<file path="config.mk">
export PLATFORM = sky130hd
export DESIGN_NAME = johnson_code_decoder
export DESIGN_NICKNAME = d
export VERILOG_FILES = /design/src/rtl/johnson_pkg.sv /design/src/rtl/johnson_code_decoder.sv
export SDC_FILE = /design/constraint.sdc
export NUM_CORES = 1
export LEC_CHECK = 0
export CAP_MARGIN = 25
export CORE_AREA = 4 4 41 43
export DETAILED_ROUTE_END_ITERATION = 7
export DIE_AREA = 0 0 45 47
export GPL_ROUTABILITY_DRIVEN = 0
export PLACE_DENSITY = 0.38
export SYNTH_ARGS = -nofsm -noshare
export SYNTH_HDL_FRONTEND = slang
export SYNTH_SLANG_ARGS = --single-unit
export TNS_END_PERCENT = 30
</file>
<file path="constraint.sdc">
create_clock -name vclk -period 1.6
set_input_delay 0.32 -clock vclk [all_inputs]
set_output_delay 0.32 -clock vclk [all_outputs]
set_load 0.05 [all_outputs]
</file>
<file path="src/rtl/johnson_pkg.sv">
// Shared definitions for the 4-bit Johnson counter receive-side checker.
//   - chk_state_e    : checker FSM encoding (HUNT / SYNC / LOCKED)
//   - JohnsonS0..S7  : the eight legal Johnson codes, in counting order
//   - johnson_decode : code -> {legal, state[2:0]}; single source of truth
package johnson_pkg;

  typedef enum logic [1:0] {
    StHunt   = 2'd0,
    StSync   = 2'd1,
    StLocked = 2'd2
  } chk_state_e;

  localparam logic [3:0] JohnsonS0 = 4'b0000;
  localparam logic [3:0] JohnsonS1 = 4'b1000;
  localparam logic [3:0] JohnsonS2 = 4'b1100;
  localparam logic [3:0] JohnsonS3 = 4'b1110;
  localparam logic [3:0] JohnsonS4 = 4'b1111;
  localparam logic [3:0] JohnsonS5 = 4'b0111;
  localparam logic [3:0] JohnsonS6 = 4'b0011;
  localparam logic [3:0] JohnsonS7 = 4'b0001;

  // Returns {legal, state}; illegal codes return {1'b0, 3'd0}.
  function automatic logic [3:0] johnson_decode(input logic [3:0] code);
    logic [3:0] res;
    case (code)
      JohnsonS0: res = {1'b1, 3'd0};
      JohnsonS1: res = {1'b1, 3'd1};
      JohnsonS2: res = {1'b1, 3'd2};
      JohnsonS3: res = {1'b1, 3'd3};
      JohnsonS4: res = {1'b1, 3'd4};
      JohnsonS5: res = {1'b1, 3'd5};
      JohnsonS6: res = {1'b1, 3'd6};
      JohnsonS7: res = {1'b1, 3'd7};
      default:   res = {1'b0, 3'd0};
    endcase
    return res;
  endfunction

endpackage

</file>
<file path="src/rtl/johnson_code_decoder.sv">
// Combinational Johnson code decoder.
//   Code       : raw 4-bit code from the counter
//   Complement : invert Code before decoding
//   legal      : code is one of the eight Johnson codes
//   state      : decoded state number (0 when illegal)
module johnson_code_decoder
  import johnson_pkg::*;
(
  input  logic [3:0] Code,
  input  logic       Complement,
  output logic       legal,
  output logic [2:0] state
);

  logic [3:0] eff_code;
  logic [3:0] dec;

  always_comb begin
    eff_code = Complement ? ~Code : Code;
    dec      = johnson_decode(eff_code);
    legal    = dec[3];
    state    = dec[2:0];
  end

endmodule

</file>
==> results.py, run 1 <==
metrics = {
    "outcome": {
        "status": "completed",
    },
    "yosys": {
        "synthesized_area_fraction_occupied_by_ao_oa_aoi_and_oai_cells_pct": 24.73,
        "synth_top_family_by_area": "simple AND/OR/NAND/NOR gates",
        "synthMostInstantiatedCell": "sky130_fd_sc_hd__nand2b_1",
        "synth_fp_nets": 22,
        "synth_fa_ha_area_share_pct": 0,
        "synth_top_cells_by_count": "sky130_fd_sc_hd__nand2b_1 (5), sky130_fd_sc_hd__a21oi_1 (2), sky130_fd_sc_hd__mux2i_1 (2), sky130_fd_sc_hd__nor2_1 (2)",
        "yosys.area_share.xor_xnor_pct": 7.527,
        "yosysTopAreaCell": "sky130_fd_sc_hd__nand2b_1",
        "synthMuxAreaShare_pct": 17.20,
        "avgSynthCellArea_um2": 6.845,
        "sequential_element_share_of_the_synthesized_area_pct": 0,
        "synthDistinctLibCells": 10,
        "synthesized_area_fraction_occupied_by_and_or_nand_nor_cells_pct": 40.86,
        "share_of_the_synthesized_area_in_the_top_cell_type_pct": 26.88,
        "ys_warn_count": 0,
        "ys_top_cells_by_area": "sky130_fd_sc_hd__nand2b_1 (27%), sky130_fd_sc_hd__mux2i_1 (17%), sky130_fd_sc_hd__o22ai_2 (11%)",
        "post_synth_instance_area_um2": 116.4,
        "syn-instance-count": 17,
    },
    "finish": {
        "final.fill_count": 155,
        "layout_area_overhead_pct": 125.8,
        "finish.cell_count_without_fillers": 41,
        "seq_area_um2": 0,
        "multi_input_area_um2": 118.9,
        "final_layout_size_suffix_gt1_share_pct": 42.31,
        "clock_buffers": 0,
        "number_of_antenna_cells_inserted": 0,
        "nNetsFinal": 33,
        "utilization_pct": 20.19,
        "flops_and_latches": 0,
    },
    "worst_setup_path": {
        "path_max_fanout": 5,
        "worstSetupStartpointType": "input pin",
        "critical_path_required_ps": 1280,
        "critical-path-slowest-cell": "sky130_fd_sc_hd__dlygate4sd2_1",
        "endpoint_kind": "output port",
        "critical_path_data_arrival_time_ps": 1190,
        "timing.critical_path.cells": "dlygate4sd2_1, nand2b_1, mux2i_2, buf_12",
        "buffering_stage_count_on_the_worst_path_with_inverters_included": 2,
        "worst-setup-path-type": "in2out",
        "critical_path_max_stage_delay_ps": 280,
        "critical_path.top_delay_family": "buffers and inverters",
    },
    "worst_hold_path": {
        "min_delay_worst_endpoint": "state[1]",
        "hold_class": "in2out",
        "worst_hold_path.num_cells": 3,
        "timing.hold.worst.start": "Code[2]",
    },
    "sta": {
        "timing.final.crit_share_pct": 94.67,
        "slew_viol_final": 0,
        "rsz0062_at_grt": "no",
        "fmax_achieved_ghz": 0.6602,
        "max_slew_margin_pct": 84.89,
        "tightestPinTransition_ps": 222.3,
        "setup_total_negative_slack_ps": 0,
        "final_hold_viol_count": 0,
        "fin_crit_ps": 1515,
        "setup_violating_endpoint_count_in_the_final_report": 0,
    },
    "power": {
        "design_power_total_w": 0.0001109,
        "power-per-cell-area_nw_per_um2": 422.2,
        "vdd.ir_drop.worst_mv": 0.1365,
        "total_leakage_power_nw": 0.1057,
    },
    "drt": {
        "first_iter_violations": 4,
        "ant_nets": 0,
        "firstDrtPassIters": 2,
        "drcViolationCount": 0,
        "num_vias": 148,
        "finalWirelength_um": 325,
        "post_drt_via_cell_ratio": 3.610,
        "wl_per_cell_um": 7.927,
    },
    "grt": {
        "antenna_found_initial": 0,
        "grt_pass1_wl_um": 545,
        "largest_net_degree_at_the_start_of_global_routing": 8,
        "via_count_of_the_first_global_routing_pass": 145,
        "track_usage_pct": 3.152,
        "global_route_overflow": 0,
    },
    "flow_run": {
        "max_cap_violations": 0,
    },
    "place": {
        "port-buffer-count": 9,
        "dpl.cell_count": 41,
        "dp_hpwl_um": 266.8,
    },
    "die": {
        "floorplan.core_area_um2": 1301,
        "floorplan.rows": 13,
        "floorplan.die_area_um2": 2115,
        "initial_core_util_pct": 8.942,
        "chip_height_um": 47,
        "fp.dieW_um": 45,
        "ioPinCount": 9,
    },
    "clock_tree": {
        "ctsHoldBuffers": 0,
    },
}
placed cells by master, fill, tap and decap left out, types with 2 or more instances in the layout:
master	instances
sky130_fd_sc_hd__nor2_1	2
sky130_fd_sc_hd__dlygate4sd2_1	2
sky130_fd_sc_hd__clkbuf_2	2
sky130_fd_sc_hd__nand2b_1	5
sky130_fd_sc_hd__buf_12	4
worst max-delay path by stage:
stage            start        to  cells past startpoint
5_1_grt        Code[1]  state[2]                      5
6_report       Code[3]  state[1]                      4
2_1_floorplan  Code[2]  state[0]                      3
3_5_place_dp   Code[2]  state[2]                      5
3_3_place_gp   Code[2]  state[2]                      5
4_1_cts        Code[2]  state[2]                      5
kinds of logic after synthesis:
| family | count (synthesis) |
|---|---|
| compound gates | 4 |
| xor+xnor | 1 |
| buf+inv | 1 |
| mux | 2 |
| simple gates | 9 |
where the power goes:
group          internal [W]  total [W]  leakage [nW]  switching, W
Sequential                0          0             0             0
Combinational     0.0000528   0.000111         0.106     0.0000581
Clock                     0          0             0             0
routing by layer:
metal | vias up | GRT usage [%] | wire length [um] | part of all wire, %
li1 | 78 | - | - | -
met1 | 65 | 4.289 | 144 | 44
met2 | 5 | 5.650 | 151 | 46
met3 | 0 | 0.3831 | 28 | 8.6
met4 | 0 | 0 | 0 | 0
met5 | - | 0 | 0 | 0
through the flow:
| step | hold slack (ps) | setup slack, ps | area (um2) |
|---|---|---|---|
| after CTS | 1266 | 9.463 | 270.3 |
| after detailed placement | 1407 | -246.8 | 267.8 |
| final | 1066 | 85.35 | 262.8 |
| after global routing | 1102 | 31.29 | 262.8 |
| after global placement | 1396 | -244.4 | 267.8 |
| after floorplan | 842.3 | -69.90 | 122.6 |
timing repair:
action	CTS	global route
gates cloned	0	0
setup buffers	0	0
setup endpoints to repair	4	3
gates resized for setup	6	4
layout make-up:
type | instances | share of cell area [%]
repair buffers | 10 | 47.62
multi-input cells | 16 | 45.24
well taps | 15 | 7.143
Power figures use the tool's default switching activity.
==> run 2, diff against run 1 <==
--- a/config.mk
+++ b/config.mk
@@ -11,6 +11,7 @@
 export DIE_AREA = 0 0 45 47
 export GPL_ROUTABILITY_DRIVEN = 0
 export PLACE_DENSITY = 0.38
+export SETUP_SLACK_MARGIN = 0.3
 export SYNTH_ARGS = -nofsm -noshare
 export SYNTH_HDL_FRONTEND = slang
 export SYNTH_SLANG_ARGS = --single-unit
==> run 2 against run 1 <==
Effect of this change: fmax increased by 13%; combinational power increased by 22%; critical path depth increased by 1; final area increased by 31%; final cell count grew 7.3%.
==> results.py, run 2 (synthesis gave the netlist of run 1 again) <==
metrics = {
    "worst_hold_path": {
        "timing.hold.worst.start": "Code[3]",
        "worst_hold_path.num_cells": 4,
        "min_delay_worst_endpoint": "state[0]",
        "hold_class": "in2out",
    },
    "finish": {
        "seq_area_um2": 0,
        "most_common_library_cell_in_the_layout_ignoring_fill_and_taps": "sky130_fd_sc_hd__buf_6",
        "layout_area_overhead_pct": 195.7,
        "flops_and_latches": 0,
        "clock_buffers": 0,
        "nNetsFinal": 36,
        "area_of_all_placed_cells_without_fillers_um2": 344.1,
        "number_of_antenna_cells_inserted": 0,
        "utilization_pct": 26.44,
        "finish.cell_count_without_fillers": 44,
        "most_frequent_cells_in_the_layout": "sky130_fd_sc_hd__buf_6 (5), sky130_fd_sc_hd__buf_12 (4), sky130_fd_sc_hd__nand2b_1 (3)",
        "final_layout_size_suffix_gt1_share_pct": 65.52,
    },
    "place": {
        "dpl-instance-area_um2": 290.3,
        "dpl.cell_count": 43,
        "port-buffer-count": 9,
    },
    "drt": {
        "wl_per_cell_um": 9.182,
        "num_vias": 160,
        "firstDrtPassIters": 2,
        "post_drt_via_cell_ratio": 3.636,
        "drcViolationCount": 0,
        "first_iter_violations": 1,
        "ant_nets": 0,
        "finalWirelength_um": 404,
    },
    "sta": {
        "fin_crit_ps": 1338,
        "final_hold_viol_count": 0,
        "max_slew_margin_pct": 86.96,
        "tightestPinTransition_ps": 195.0,
        "setup_violating_endpoint_count_in_the_final_report": 0,
        "rsz0062_at_grt": "yes",
        "fmax_achieved_ghz": 0.7473,
        "slew_viol_final": 0,
        "timing.final.crit_share_pct": 83.64,
    },
    "power": {
        "vdd.ir_drop.worst_mv": 0.1673,
        "power-per-cell-area_nw_per_um2": 393.2,
        "p_int_w": 0.00007045,
        "fraction_of_power_consumed_by_sequential_logic_pct": 0,
        "p_sw_share_pct": 47.92,
        "power.net_switching_w": 0.00006483,
        "total_leakage_power_nw": 0.1446,
        "power.combinational.fraction_pct": 100.0,
        "share_clk_of_total_power_pct": 0,
    },
    "die": {
        "chip_height_um": 47,
        "fp.dieW_um": 45,
        "floorplan.die_area_um2": 2115,
        "ioPinCount": 9,
        "initial_core_util_pct": 8.942,
        "floorplan.core_area_um2": 1301,
        "floorplan.rows": 13,
    },
    "grt": {
        "largest_net_degree_at_the_start_of_global_routing": 6,
        "grt_pass1_wl_um": 807,
        "via_count_of_the_first_global_routing_pass": 188,
        "global_route_overflow": 0,
        "track_usage_pct": 4.886,
        "antenna_found_initial": 0,
    },
    "worst_setup_path": {
        "timing.critical_path.cells": "buf_8, mux2i_1, nor2_1, a31oi_2, buf_12",
        "endpoint_kind": "output port",
        "critical_path.top_delay_family": "buffers and inverters",
        "path_max_fanout": 5,
        "critical_path_max_stage_delay_ps": 190,
        "critical_path_required_ps": 1280,
        "critical-path-slowest-cell": "sky130_fd_sc_hd__mux2i_1",
        "worstSetupStartpointType": "input pin",
        "buffering_stage_count_on_the_worst_path_with_inverters_included": 2,
        "critical_path_data_arrival_time_ps": 1020,
        "worst-setup-path-type": "in2out",
    },
    "clock_tree": {
        "ctsHoldBuffers": 0,
    },
    "outcome": {
        "status": "completed",
    },
    "flow_run": {
        "max_cap_violations": 0,
    },
}
-- run 2: changes by cell type in the layout (fill, tap and decap cells not counted), moves of 2 or more --
cell	change
sky130_fd_sc_hd__nand2b_1	-2
sky130_fd_sc_hd__nand2b_4	+2
sky130_fd_sc_hd__clkbuf_2	-2
sky130_fd_sc_hd__buf_6	+5
-- run 2: cell type report --
cell class / instances / area, um2
Timing Repair Buffer: 13 / 175.2
Multi-Input combinational cell: 16 / 150.1
Fill cell: 152 / 957.2
Tap cell: 15 / 18.77
-- run 2: metal layers --
| layer | vias up | track usage (%) | share of wire, % |
|---|---|---|---|
| met5 | - | 0 | 0 |
| met1 | 69 | 6.546 | 47 |
| met4 | 0 | 0 | 0 |
| li1 | 82 | - | - |
| met3 | 0 | 0.3831 | 12 |
| met2 | 9 | 9.040 | 41 |
-- run 2: repair_timing --
action | in CTS | in global routing
endpoints found under the hold margin | 0 | 0
pin swaps | 4 | 1
gates resized for setup | 32 | 0
setup endpoints to repair | 4 | 3
cloned | 0 | 0
buffers inserted | 1 | 0
-- run 2: stage by stage --
step	hold WS, ps	TNS, ps	worst slack, ps	power [W]
final	1048	0	261.8	0.0001353
after CTS	1046	0	270.7	0.0001353
after floorplan	842.3	0	196.1	0.00005951
after global routing	1070	0	216.7	0.0001422
after detailed placement	1411	-727.0	-219.2	0.0001200
after global placement	1417	-713.4	-217.2	0.0001198
-- run 2: worst max-delay path by stage --
stage             from        to  slack, ps  cells past startpoint
6_report       Code[0]     legal        260                      5
4_1_cts        Code[0]     legal        270                      5
2_1_floorplan  Code[0]  state[1]        200                      2
3_5_place_dp   Code[0]     legal       -220                      5
5_1_grt        Code[0]     legal        220                      5
3_3_place_gp   Code[0]     legal       -220                      5
-- run 2: power groups by stage --
stage,clock network [W],registers [W],logic (W)
2_1_floorplan,0,0,0.0000595
3_3_place_gp,0,0,0.000120
3_5_place_dp,0,0,0.000120
4_1_cts,0,0,0.000135
5_1_grt,0,0,0.000142
6_report,0,0,0.000135
-- run 2: tightest hold or removal path, cell delays in order --
cell	delay [ps]
sky130_fd_sc_hd__buf_6	110
sky130_fd_sc_hd__nand2b_4	90
sky130_fd_sc_hd__a21oi_2	70
sky130_fd_sc_hd__buf_12	140
